<file path="src/rtl/ahb_apb_bridge_ctrl.sv">
// AHB-Lite slave FSM that sequences APB SETUP/ACCESS phases for the AHB-to-APB bridge.
// Latency: 4 cycles address->HREADYOUT for a zero-wait slave; backpressure via HREADYOUT low while APB is busy.
module ahb_apb_bridge_ctrl #(
    parameter int NUM_SLAVES = 2,
    parameter int TIMEOUT    = 256
) (
    input  logic        HCLK,
    input  logic        HRESETn,
    input  logic        HSEL,
    input  logic [31:0] HADDR,
    input  logic [1:0]  HTRANS,
    input  logic        HWRITE,
    input  logic        HREADY,
    input  logic [31:0] HWDATA,
    output logic [31:0] HRDATA,
    output logic        HREADYOUT,
    output logic        HRESP,
    output logic [31:0] PADDR,
    output logic [31:0] PWDATA,
    output logic        PWRITE,
    output logic        PENABLE,
    output logic        psel_en,
    input  logic [31:0] PRDATA,
    input  logic        PREADY,
    input  logic        PSLVERR
);

    typedef enum logic [2:0] {IDLE, LATCH, SETUP, ACCESS, ERR1, ERR2} state_t;

    localparam int              CW       = (TIMEOUT > 1) ? $clog2(TIMEOUT) : 1;
    localparam logic [CW-1:0]   CNT_LAST = CW'((TIMEOUT > 0) ? TIMEOUT - 1 : 0);
    localparam logic [8:0]      SLOTS    = 9'(NUM_SLAVES);

    state_t        state;
    logic [CW-1:0] cnt;
    logic          valid;
    logic          mapped;
    logic          unused_htrans;

    assign valid         = HSEL & HREADY & HTRANS[1];
    assign mapped        = ({1'b0, HADDR[23:16]} < SLOTS);
    assign unused_htrans = HTRANS[0];

    always_ff @(posedge HCLK or negedge HRESETn) begin
        if (!HRESETn) begin
            state     <= IDLE;
            cnt       <= '0;
            HREADYOUT <= 1'b1;
            HRESP     <= 1'b0;
            HRDATA    <= '0;
            PADDR     <= '0;
            PWDATA    <= '0;
            PWRITE    <= 1'b0;
            PENABLE   <= 1'b0;
            psel_en   <= 1'b0;
        end else begin
            case (state)
                // ERR2 is the second error cycle but already accepts a new address phase.
                IDLE, ERR2: begin
                    if (valid && mapped) begin
                        state     <= LATCH;
                        PADDR     <= HADDR;
                        PWRITE    <= HWRITE;
                        HREADYOUT <= 1'b0;
                        HRESP     <= 1'b0;
                    end else if (valid) begin
                        state     <= ERR1;
                        HREADYOUT <= 1'b0;
                        HRESP     <= 1'b1;
                    end else begin
                        state     <= IDLE;
                        HREADYOUT <= 1'b1;
                        HRESP     <= 1'b0;
                    end
                end
                LATCH: begin
                    if (PWRITE) PWDATA <= HWDATA;
                    psel_en <= 1'b1;
                    state   <= SETUP;
                end
                SETUP: begin
                    PENABLE <= 1'b1;
                    cnt     <= '0;
                    state   <= ACCESS;
                end
                ACCESS: begin
                    if (PREADY) begin
                        psel_en <= 1'b0;
                        PENABLE <= 1'b0;
                        if (PSLVERR) begin
                            state <= ERR1;
                            HRESP <= 1'b1;
                        end else begin
                            state     <= IDLE;
                            HREADYOUT <= 1'b1;
                            if (!PWRITE) HRDATA <= PRDATA;
                        end
                    end else begin
                        if (cnt != '1) cnt <= cnt + CW'(1);
                        // Abort after TIMEOUT ACCESS cycles without PREADY.
                        if (TIMEOUT != 0 && cnt == CNT_LAST) begin
                            psel_en <= 1'b0;
                            PENABLE <= 1'b0;
                            state   <= ERR1;
                            HRESP   <= 1'b1;
                        end
                    end
                end
                ERR1: begin
                    HREADYOUT <= 1'b1;
                    HRESP     <= 1'b1;
                    state     <= ERR2;
                end
                default: state <= IDLE;
            endcase
        end
    end

endmodule

</file>
<file path="config.mk">
export PLATFORM = sky130hd
export DESIGN_NAME = ahb_apb_bridge_ctrl
export DESIGN_NICKNAME = d
export VERILOG_FILES = /design/src/rtl/ahb_apb_bridge_ctrl.sv
export SDC_FILE = /design/constraint.sdc
export NUM_CORES = 1
export LEC_CHECK = 0
export BUFFER_PORTS_ARGS = -buffer_cell sky130_fd_sc_hd__buf_2
export CORE_MARGIN = 5
export CORE_UTILIZATION = 43
export DETAILED_ROUTE_END_ITERATION = 10
export PLACE_DENSITY = 0.77
export SLEW_MARGIN = 10
export SYNTH_ARGS = -nofsm -noshare
export SYNTH_HDL_FRONTEND = slang
export SYNTH_SLANG_ARGS = --single-unit
</file>
<file path="constraint.sdc">
create_clock -name HCLK -period 1.6 [get_ports HCLK]
set_input_delay 0.24 -clock HCLK [delete_from_list [all_inputs] [get_ports HCLK]]
set_output_delay 0.24 -clock HCLK [all_outputs]
set_load 0.02 [all_outputs]
</file>
==> metrics.md <==
| Metric | Value |
|---|---|
| Kind of critical path | flop to flop |
| Worst-Skew Late Latency | 0.36 ns |
| Power Dens Cells | 1380 nW/um2 |
| Post-synth EDFFs | 0 |
| Mapped Nets | 406 |
| Die span in x | 114 um |
| Fin worst setup slack | 0.00375 ns |
| Hpwl dp | 8170 um |
| Max-Cap Viols | 0 |
| Longest Clk Path Bufs | 2 |
| Final setup violation count | 0 |
| Row cnt | 38 |
| Async SR Flop Fraction | 1.00 |
| Cells after Synth | 300 |
| Die area | 13100 um2 |
| Sink Count | 112 |
| Port Buffers | 204 |
| Part of the cycle the worst path needs | 0.998 |
| Placed insts | 647 |
| Measured slew at the worst slew-check pin | 0.342 ns |
| Worst slack, placed | -0.115 ns |
| CTS H-Tree Depth | 3 |
| CTS root buf | clkbuf_8 |
| Critical path capture point type | flop |
| Final #Nets | 630 |
| Core area | 10700 um2 |
| DRC Markers | 0 |
| Commonest non-fill, non-tap cell in the layout | buf_2 |
| Final min period | 1.60 ns |
| Antenna viol nets, final | 0 |
| Setup Skew | 0.00787 ns |
| Clock Pin Slew Worst Setup and Hold Paths | 0.10 ns |
| # IOs | 206 |
| Hold WS | 0.0951 ns |
| Die Y | 114 um |
| CTS buffer count | 9 |
| Largest net degree at the start of global routing | 65 |
| Endpoints failing hold | 0 |
| Data required, critical path | 1.85 ns |
| Share of layout cells above drive strength 1 | 0.664 |
| Setup TNS Final | 0 ns |
| Global Route Usage Sum | 0.167 |
| Via density per instance | 4.87 |
| CTS tree | built |
| Synthesized flop and latch total | 112 |
| Avg WL per Cell | 16.6 um |
| Drt first pass iters | 4 |
| ANT cells | 0 |
| Class of the worst hold path | primary input to flop |
| Synthesis-to-layout area growth | 34.8% |
| Sequential area share after synthesis | 0.599 |
| Critical Path AT | 1.85 ns |
| Mapped Area | 4680 um2 |
| Fin. max-slew vios | 0 |
| FMAX | 0.626 GHz |
| Startpoint types | flop |
| Synth cell types | 44 |
| Antenna violations before repair | 0 |
| Gr ovfl total | 0 |
| Wirelength, routed | 11100 um |
| Syn Area/Cell | 15.6 um2 |
| Vias | 3261 |
| Leak pwr | 3.58 nW |
| Top_reg_cell synth | dfrtp_1 |
| Maximum vdd ir drop | 0.844 mV |
| Vias in the first global route | 3555 |
| Status | complete, no violations |
| Slew HR | 0.772 |
| Synth warnings | 0 |
| Overall Power | 0.00874 W |
| RePlAce Congestion | 0.799 |
| DRT iter0 DRCs | 115 |
| Non-Filler Instances | 669 |
| Global-route wire length before repair | 17300 um |
| Most frequent cells in the layout | buf_2, dfrtp_1, mux2_4 |
| Max FO, Critical Path | 16 |
| Unrepaired setup endpoints after global routing | true |
| Starting density of the core | 0.435 |
-- path summary, 6_finish.rpt --
| kind | start | endpoint | slack (ns) | cells after the start |
|---|---|---|---|---|
| worst max register to register | state[2] | HRDATA[2] | 0.004 | 4 |
| max in group asynchronous | HRESETn | HREADYOUT | 0.82 | 3 |
| worst min-delay path | HADDR[8] | PADDR[8] | 0.1 | 2 |
| worst min register to register | PADDR[23] | PADDR[23] | 0.49 | 1 |
| worst max-delay path | state[2] | HRDATA[2] | 0.004 | 4 |
| min in group asynchronous | HRESETn | HRDATA[8] | 0.42 | 3 |
-- state kept, by name, indices dropped and copies added, names as in the netlist --
signal and flops:
HREADYOUT 1, HRESP 1, state 3, PENABLE 1, cnt 8, PADDR 32
psel_en 1, PWDATA 32, PWRITE 1, HRDATA 32
-- per-stage QoR --
stage          area [um2]  utilization
3_3_place_gp         5940        0.553
2_1_floorplan        4680            -
3_5_place_dp         5940        0.553
5_1_grt              6310        0.587
6_report             6310        0.587
4_1_cts              6250        0.582
-- area by class of cell --
cell class	instances	area, um2
multi-input combinational	170	1800
clock inverter	4	51.3
timing repair buffer	229	1320
tap	140	175
sequential	112	2810
clock buffer	12	155
fill	901	4440
inverter	2	7.51
-- cell families (layout without fill, tap and decap cells) --
family,after synthesis,after routing,synth area share
and+or+nand+nor,49,49,0.0639
adders and majority gates,1,1,0.00267
DFF,112,112,0.599
buffers and inverters,18,247,0.0329
muxes,90,90,0.257
xor gates and xnor gates,1,1,0.00187
AOI/OAI and AO/OA,29,29,0.0428
-- where the power goes --
part / switching (W) / leakage (nW) / internal (W)
sequential: 0.000441 / 1.48 / 0.00346
clock: 0.000910 / 0.103 / 0.000814
combinational: 0.00161 / 1.99 / 0.00151
total: 0.00296 / 3.58 / 0.00578
-- synth_stat cells, types with 2 or more instances --
| master | count | area, um2 |
|---|---|---|
| a21oi_1 | 5 | 25.0 |
| a31oi_1 | 5 | 31.3 |
| and2_1 | 8 | 50.1 |
| and3_1 | 2 | 12.5 |
| buf_12 | 3 | 60.1 |
| buf_2 | 6 | 30.0 |
| buf_4 | 2 | 15.0 |
| buf_6 | 3 | 33.8 |
| clkbuf_1 | 2 | 7.51 |
| dfrtp_1 | 111 | 2780 |
| inv_1 | 2 | 7.51 |
| mux2_2 | 40 | 450 |
| mux2_4 | 50 | 751 |
| nand2_1 | 7 | 26.3 |
| nand2b_1 | 4 | 25.0 |
| nand3_1 | 5 | 25.0 |
| nand4_1 | 3 | 18.8 |
| nor2_1 | 4 | 15.0 |
| nor2b_1 | 3 | 18.8 |
| nor3_1 | 4 | 20.0 |
| nor4_1 | 2 | 12.5 |
| o21ai_0 | 6 | 30.0 |
| or3_1 | 2 | 12.5 |
-- routing by layer --
metal,vias to the layer above,part of all wire,GRT usage
met1,1603,0.41,0.203
met2,132,0.51,0.294
met3,10,0.077,0.0375
met4,0,0.012,0.0578
met5,-,0,0
li1,1516,-,-
-- critical path: stages, from the launching register on --
cell      delay, ns
dfrtp_1        0.42
nand3b_4       0.16
or3_4          0.40
buf_12         0.19
mux2_4         0.31
-- timing repair --
item,CTS,global route
setup endpoints to repair,90,99
resized for setup,7,10
pin swaps,0,2
cloned,2,0
buffers inserted,2,1
hold buffers,1,0
endpoints found under the hold margin,111,0
Power figures use the tool's default switching activity.
